**src/rtl/ifetch_stage_pkg.sv**
```systemverilog
// Shared pipeline types for the fetch stage: the fetch-to-decode entry layout,
// the fetch FSM encoding and PC alignment helper.
package ifetch_stage_pkg;

    typedef logic [63:0] u64;
    typedef logic [31:0] u32;

    typedef struct packed {
        u64 pc;
        u32 raw_instr;
    } fetch_data_t;

    typedef enum logic [1:0] {
        IDLE = 2'd0,
        REQ  = 2'd1,
        FULL = 2'd2
    } fetch_state_t;

    // Instruction addresses are word aligned; low bits of a redirect target are dropped.
    function automatic u64 align_pc(input u64 pc);
        return {pc[63:2], 2'b00};
    endfunction

endpackage

```
**src/rtl/ifetch_perf_cnt.sv**
```systemverilog
// Fetch-stage performance counters: delivered instructions and bus stall cycles.
// Only instantiated when IFETCH_PERF_EN is defined.
module ifetch_perf_cnt
    import ifetch_stage_pkg::*;
(
    input  logic clk,
    input  logic reset,
    input  logic fetch_stb,
    input  logic stall_stb,
    output u64   perf_fetched,
    output u64   perf_bus_stall
);

    // Free-running wrap-around counters, cleared by the synchronous active-low reset.
    always_ff @(posedge clk) begin
        if (!reset) begin
            perf_fetched   <= 64'd0;
            perf_bus_stall <= 64'd0;
        end else begin
            if (fetch_stb) begin
                perf_fetched <= perf_fetched + 64'd1;
            end
            if (stall_stb) begin
                perf_bus_stall <= perf_bus_stall + 64'd1;
            end
        end
    end

endmodule

```
**src/rtl/ifetch_stage.sv**
```systemverilog
// Instruction fetch stage: one outstanding bus request, single-entry output buffer,
// redirect/flush support. Define IFETCH_PERF_EN to add perf_fetched/perf_bus_stall.
module ifetch_stage
    import ifetch_stage_pkg::*;
#(
    parameter logic [63:0] PC_RESET = 64'h0000_0000_8000_0000
) (
    input  logic        clk,
    input  logic        reset,
    output logic        ireq_valid,
    output logic [63:0] ireq_addr,
    input  logic        iresp_data_ok,
    input  logic [31:0] iresp_data,
    input  logic        redirect_valid,
    input  logic [63:0] redirect_pc,
    output logic        out_valid,
    input  logic        out_ready,
    output logic [95:0] out_data
`ifdef IFETCH_PERF_EN
    ,
    output logic [63:0] perf_fetched,
    output logic [63:0] perf_bus_stall
`endif
);

    localparam logic [1:0] ST_IDLE = IDLE;
    localparam logic [1:0] ST_REQ  = REQ;
    localparam logic [1:0] ST_FULL = FULL;

    logic [1:0]  state_r;
    logic [1:0]  state_nxt_s;
    u64          pc_r;
    u64          pc_nxt_s;
    u64          pending_pc_r;
    u64          pending_pc_nxt_s;
    logic        discard_r;
    logic        discard_nxt_s;
    fetch_data_t out_data_r;
    fetch_data_t out_data_nxt_s;
    logic        ireq_valid_r;
    logic        out_valid_r;
    u64          redir_pc_s;

    assign redir_pc_s = align_pc(redirect_pc);

    // Next-state logic; a redirect in REQ without data marks the in-flight response for discard.
    always_comb begin
        state_nxt_s      = state_r;
        pc_nxt_s         = pc_r;
        pending_pc_nxt_s = pending_pc_r;
        discard_nxt_s    = discard_r;
        out_data_nxt_s   = out_data_r;
        case (state_r)
            ST_IDLE: begin
                state_nxt_s = ST_REQ;
                if (redirect_valid) begin
                    pc_nxt_s = redir_pc_s;
                end else begin
                    pc_nxt_s = pc_r;
                end
            end
            ST_REQ: begin
                if (iresp_data_ok) begin
                    if (discard_r || redirect_valid) begin
                        pc_nxt_s      = redirect_valid ? redir_pc_s : pending_pc_r;
                        discard_nxt_s = 1'b0;
                        state_nxt_s   = ST_REQ;
                    end else begin
                        out_data_nxt_s = '{pc: pc_r, raw_instr: iresp_data};
                        pc_nxt_s       = pc_r + 64'd4;
                        state_nxt_s    = ST_FULL;
                    end
                end else if (redirect_valid) begin
                    pending_pc_nxt_s = redir_pc_s;
                    discard_nxt_s    = 1'b1;
                end else begin
                    state_nxt_s = ST_REQ;
                end
            end
            ST_FULL: begin
                if (redirect_valid) begin
                    pc_nxt_s    = redir_pc_s;
                    state_nxt_s = ST_REQ;
                end else if (out_ready) begin
                    state_nxt_s = ST_REQ;
                end else begin
                    state_nxt_s = ST_FULL;
                end
            end
            default: begin
                state_nxt_s   = ST_IDLE;
                discard_nxt_s = 1'b0;
            end
        endcase
    end

    // State registers; handshake outputs are registered from the next state.
    always_ff @(posedge clk) begin
        if (!reset) begin
            state_r      <= ST_IDLE;
            pc_r         <= PC_RESET;
            pending_pc_r <= 64'd0;
            discard_r    <= 1'b0;
            out_data_r   <= '0;
            ireq_valid_r <= 1'b0;
            out_valid_r  <= 1'b0;
        end else begin
            state_r      <= state_nxt_s;
            pc_r         <= pc_nxt_s;
            pending_pc_r <= pending_pc_nxt_s;
            discard_r    <= discard_nxt_s;
            out_data_r   <= out_data_nxt_s;
            ireq_valid_r <= (state_nxt_s == ST_REQ);
            out_valid_r  <= (state_nxt_s == ST_FULL);
        end
    end

    assign ireq_valid = ireq_valid_r;
    assign ireq_addr  = pc_r;
    assign out_valid  = out_valid_r;
    assign out_data   = out_data_r;

`ifdef IFETCH_PERF_EN
    logic fetch_stb_s;
    logic stall_stb_s;

    assign fetch_stb_s = out_valid_r & out_ready & ~redirect_valid;
    assign stall_stb_s = (state_r == ST_REQ) & ~iresp_data_ok;

    ifetch_perf_cnt u_perf (
        .clk            (clk),
        .reset          (reset),
        .fetch_stb      (fetch_stb_s),
        .stall_stb      (stall_stb_s),
        .perf_fetched   (perf_fetched),
        .perf_bus_stall (perf_bus_stall)
    );
`endif

endmodule

```
**config.mk**
```make
export PLATFORM = sky130hd
export DESIGN_NAME = ifetch_stage
export DESIGN_NICKNAME = d
export VERILOG_FILES = /design/src/rtl/ifetch_stage_pkg.sv /design/src/rtl/ifetch_perf_cnt.sv /design/src/rtl/ifetch_stage.sv
export SDC_FILE = /design/constraint.sdc
export NUM_CORES = 1
export LEC_CHECK = 0
export CAP_MARGIN = 20
export CORE_MARGIN = 3
export CORE_UTILIZATION = 55
export CTS_BUF_LIST = sky130_fd_sc_hd__clkbuf_8
export CTS_CLUSTER_DIAMETER = 200
export CTS_CLUSTER_SIZE = 20
export DETAILED_ROUTE_END_ITERATION = 6
export DONT_BUFFER_PORTS = 1
export GPL_ROUTABILITY_DRIVEN = 0
export GPL_TIMING_DRIVEN = 0
export PLACE_DENSITY = 0.73
export SLEW_MARGIN = 15
export SYNTH_ARGS = -nofsm -noshare
export SYNTH_HDL_FRONTEND = slang
export SYNTH_SLANG_ARGS = --single-unit
```
**constraint.sdc**
```tcl
create_clock -name clk -period 3.5 [get_ports clk]
set_input_delay 0.7 -clock clk [delete_from_list [all_inputs] [get_ports clk]]
set_output_delay 0.7 -clock clk [all_outputs]
set_load 0.01 [all_outputs]
```
# Word-level counts from Yosys, hierarchy flattened
# Index checks and enable logic that the tools add are counted.
# word_totals
reg_bits	229
word_cells	43
out_inout_bits	162
in_bits	101
# classes
n_addsub	1
n_mux	15
bitwise_logic	3
eq_ne	8
n_reduce_logical	8
# ops
cell	n
two-way mux 64 bit	4
case mux 64 bit (2 select lines)	1
adder 64 x 3 -> 64 bit, second input constant	1
two-way mux 2 bit	5
AND reduction 3 bit	3
inequality test 3 bit, second input constant	2
case mux 2 bit (3 select lines)	1
equality test 2 x 1 -> 1 bit, second input constant	2
equality test 2 bit, second input constant	2
two-way mux 1 bit	3
NOT 1 bit	3
logical NOT 2 bit	1
inequality test 2 x 1 -> 1 bit, second input constant	1
inequality test 2 bit, second input constant	1
case mux 1 bit (2 select lines)	1
AND reduction 2 bit	1
nonzero test 2 bit	1
OR reduction 2 bit	1
logical OR 1 bit	1

# Depth between registers and ports, before layout
# logic_depth
word_depth	5
depth_mapped	9
depth_no_buf	7

# Least setup slack after synthesis
# OpenSTA, ideal clock, no wires.
# synth_timing
kind	register to register
start	register pc_r[2] (netlist: ireq_addr[2])
end	register pc_r[44] (netlist: ireq_addr[44])
n_path_buf	2
t_arrival_ps	2421
synth_period_minus_slack_ps	2541
path_slack_ps	959
t_required_ps	3380
path_stages_with_launch	10
setup_time_ps	120
cell_sequence	dfxtp_1 ha_1 and4_1 buf_4 nand3_2 or4_1 buf_2 or3_4 and3_4 o31a_1
# synth_via
elab_chain_cells	4
# synth_lines
element	line	text
start: declaration	ifetch_stage.sv:32	u64 pc_r;
start signal: assignment	ifetch_stage.sv:109	pc_r <= pc_nxt_s;
adder 64 x 3 -> 64 bit	ifetch_stage.sv:70	pc_nxt_s = pc_r + 64'd4;
two-way mux 64 bit	ifetch_stage.sv:64	if (discard_r || redirect_valid) begin
two-way mux 64 bit	ifetch_stage.sv:63	if (iresp_data_ok) begin
case mux 64 bit (2 select lines)	ifetch_stage.sv:53	case (state_r)
# Every way passes these cells. The select of a mux whose other input is x is not followed.
# A chain may end at the register's enable or synchronous reset.

# Worst setup path after layout
# layout_timing
start	register state_r[0]
end	register pc_r[1] (netlist: ireq_addr[1])
# layout_via
elab_chain_cells	4
elab_cells_between_ends	9
classes_between	eq/ne (4); mux (1); reduce/logical (4)
# layout_lines
element	line	text
start: declaration	ifetch_stage.sv:30	logic [1:0] state_r;
start signal: assignment	ifetch_stage.sv:108	state_r <= state_nxt_s;
equality test 2 bit or logical NOT 2 bit (tied branches)	ifetch_stage.sv:53	
OR reduction 2 bit (no source line)	--	
inequality test 2 x 1 -> 1 bit (no source line) or nonzero test 2 bit (tied branches)	--	
AND reduction 3 bit (no source line)	--	
# Several ways; a longest one is shown, not always the timed one.

==> results by group <==
Yosys
  – Largest cells by area after synthesis: dfxtp_1 43%, nand2_1 14%, a21oi_1 8.8%
  – #FFs+latches synth: roughly 230
  – Number of flops mapped to enable cells by yosys: 0
  – Synth Cell Area: roughly 0.011 mm^2
  – Synth area leader: dfxtp_1
  – Synth cell types: between 60 and 70
  – Most frequent cells after synthesis: 407 x nand2_1, 229 x dfxtp_1, 186 x a21oi_1, 104 x clkbuf_1, 62 x nand3_1
  – Avg Inst Size Synth: about 7.4 um^2
  – Ys async rst share: 0
  – Sequential-to-total area share from yosys stat: 0.432
  – Yosys top cell area share: 0.432
  – Dominant synthesized flop cell: dfxtp_1
  – Syn Nets: 1535
  – Most common cell in the netlist: nand2_1
  – Post-synthesis cell count: around 1400
  – Yosys warnings: 0

Critical path
  – Most used cell, CP: clkbuf_1
  – CP delay by family, top: buffers and inverters
  – R2R Setup Slk: between 0.15 and 0.2 ns
  – WP buf/inv: 4
  – Crit. End Element: register
  – Required time of the critical path: 3.96 ns
  – Critical Path Fanout Max: 10
  – WS Path Type: register to register
  – Crit path max-delay cell type: clkbuf_1
  – Worst-path cell chain: buf_2 -> nor2b_1 -> clkbuf_1 -> clkbuf_2 -> clkbuf_1 -> nand4_1 -> a21boi_0
  – Arr. time, crit path: between 3 and 4 ns
  – Startpoint types: register
  – CP max stage delay: 0.68 ns
  – Worst Reg-to-Reg Cells: 7
  – R2R Path Start: state_r[0]
  – Reg-to-Reg End: ireq_addr[1]

STA
  – Final hold violation count: 0
  – Final worst path period need: about 3.3 ns
  – Slew @ Worst Pin: roughly 1.1 ns
  – Final setup fails: 0
  – Max-slew headroom: 0.275
  – Max-slew violations: 0
  – RSZ-0062 raised after global routing: false
  – Fin Clk Skew: around 0.036 ns
  – Max Freq: between 0.3 and 0.4 GHz
  – Final period utilization: 0.944

CTS
  – Hold bufs inserted after CTS: 0
  – CTS HTree Levels: 1
  – Clock transition at path regs: 0.13 ns
  – CTS tree: yes
  – Total CTS buffers: 15
  – Clock Latency Late Sink: roughly 0.54 ns
  – Clock Sinks: between 200 and 250
  – Root Buffer: clkbuf_8
  – CTS resizes: 0
  – CTS Buffer Depth: 3
  – Post-CTS Setup Bufs: 0

Floorplanning
  – DIE AREA: approximately 0.021 mm^2
  – Die H: ~140 um
  – Cell Rows: 50
  – Die Wd: about 140 um
  – Initial Util: 0.564
  – I/O pin count: between 200 and 300
  – Core area: between 0.015 and 0.02 mm^2

Global routing
  – Global-route wire length before repair: 62500 um
  – Vias in the first global route: 10400
  – Initial antenna violation count: 0
  – Global-route usage over all layers: 0.375
  – GRT Residual Overflow: 0
  – Largest net degree at the start of global routing: 21

Drt
  – Post-route ant nets: 0
  – Post-Route WL: 41600 um
  – Pre-antenna DRT Iters: 6
  – WL per Instance: about 24 um
  – Metal2 WL: approximately 17000 um
  – Met3 wire len: ~6400 um
  – DR DRC count: 0
  – Top Layer Used: met4
  – Number of vias per cell: 6.64
  – WL met1: 15200 um
  – DR vias: 11300
  – Starting DRC count in detailed routing: about 1900

Pwr
  – Switching Power: 0.00155 W
  – Power per cell area: 434 mW/mm^2
  – P_leak: about 3.6 nW
  – Switching Fraction: 0.319
  – Worst VDD drop: around 0.32 mV
  – Sequential fraction of design power: 0.603
  – Power share of the clock group: 0.260
  – Int Pwr: about 0.0033 W
  – Power Total: between 0.004 and 0.005 W
  – Logic gate share of total power: 0.136

Finish
  – Layout area overhead: 5.20%
  – Post-Layout Cell Count: between 1500 and 2000
  – Fin nets: between 1500 and 2000
  – Final core area utilization: 0.593
  – Layout cell share with drive strength beyond 1: 0.0290
  – Final instance area: between 0.01 and 0.015 mm^2
  – Ant. Diodes: 0

Hold path
  – Hold path startpoint: redirect_pc[57]
  – Worst Hold Class: input port to register
  – Worst Hold End: pending_pc_r[57]
  – Hold depth: 2

Placement
  – IO buf count: 0
  – Placed Instances: approximately 1700
  – Placed Area: ~0.011 mm^2
  – DP HPWL: 29600 um

Flow run
  – Max-cap violations: 0

Outcome
  – Status: finished, final reports clean
==> power by group through the flow <==
stage | sequential, W | combinational, W | clock, W
finish | 0.00293 | 0.000661 | 0.00126
global route | 0.00294 | 0.000699 | 0.00135
CTS | 0.00292 | 0.000625 | 0.00127
detailed placement | 0.00298 | 0.000622 | 0
global placement | 0.00297 | 0.000613 | 0
floorplan | 0.00291 | 0.000407 | 0
==> sequential cells by signal (all words and copies together), names as in the netlist <==
signal / cells
state_r: 2
out_valid: 1
ireq_addr: 64
ireq_valid: 1
discard_r: 1
out_data: 96
pending_pc_r: 64
==> final cells by class <==
type	instances	area, um^2
inverters	10	37.5
multi-input cells	1077	5550
flip-flops and latches	229	4580
fillers	1816	7660
clock inverters	1	16.3
well taps	260	325
plain buffers	117	452
clock buffers	15	206
==> worst max-delay path by stage <==
| stage | cells after the start | endpoint | from | slack (ns) |
|---|---|---|---|---|
| detailed placement | 9 | out_data[82] | redirect_valid | -0.27 |
| finish | 7 | ireq_addr[1] | state_r[0] | 0.20 |
| floorplan | 9 | ireq_addr[44] | ireq_addr[2] | 0.96 |
| global placement | 7 | ireq_addr[1] | redirect_valid | -0.22 |
| CTS | 9 | out_data[82] | state_r[0] | 0.07 |
| global route | 6 | ireq_addr[57] | ireq_addr[11] | 0.07 |
==> logic make-up after synthesis <==
group / share of synthesized area
buf+inv: 0.0459
mux: 0.00954
fa+ha+maj: 0.00118
flops: 0.432
simple gates: 0.286
compound gates: 0.226
==> cell usage in the layout, fill, tap and decap left out, types with 3 or more instances in the layout <==
cell type  instances
o311a_1            3
nor3_1            22
and2_1             7
o31ai_1            7
nand4_1           35
o31a_1             8
nor2b_1           11
a22oi_1            3
and3_2             4
o22ai_1            9
a21oi_1          186
mux2i_1            9
buf_1              6
inv_1              9
nand3_1           62
a31oi_1           18
nand2_1          407
o41ai_1            5
nor2_1            50
dfxtp_1          229
o21a_1            11
clkbuf_8          15
buf_2              6
or3_1              5
nand2b_1           5
and3_1            27
a32o_1             4
nor4_1            14
or4_1              7
a21boi_0          50
clkbuf_1         103
a221oi_1           7
o21ai_0           44
and4_1             4
o211ai_1          18
==> worst reg2reg max path: stages, from the launching register on <==
cell      delay, ns
dfxtp_1        0.33
buf_2          0.20
nor2b_1        0.56
clkbuf_1       0.68
clkbuf_2       0.52
clkbuf_1       0.55
nand4_1        0.18
a21boi_0       0.22
==> per-stage QoR <==
stage | setup slack [ns] | hold slack [ns] | TNS [ns]
after detailed placement | -0.272 | 0.446 | -6.04
after floorplan | 0.959 | 0.432 | 0
after global routing | 0.0739 | 0.265 | 0
final | 0.198 | 0.272 | 0
after CTS | 0.0723 | 0.262 | 0
after global placement | -0.220 | 0.441 | -4.64
==> layer usage <==
| layer | GRT usage | vias up |
|---|---|---|
| li1 | - | 5031 |
| met1 | 0.497 | 5229 |
| met2 | 0.546 | 890 |
| met3 | 0.128 | 195 |
| met4 | 0.183 | 0 |
| met5 | 0 | - |
(Power assumes the default switching activity.)
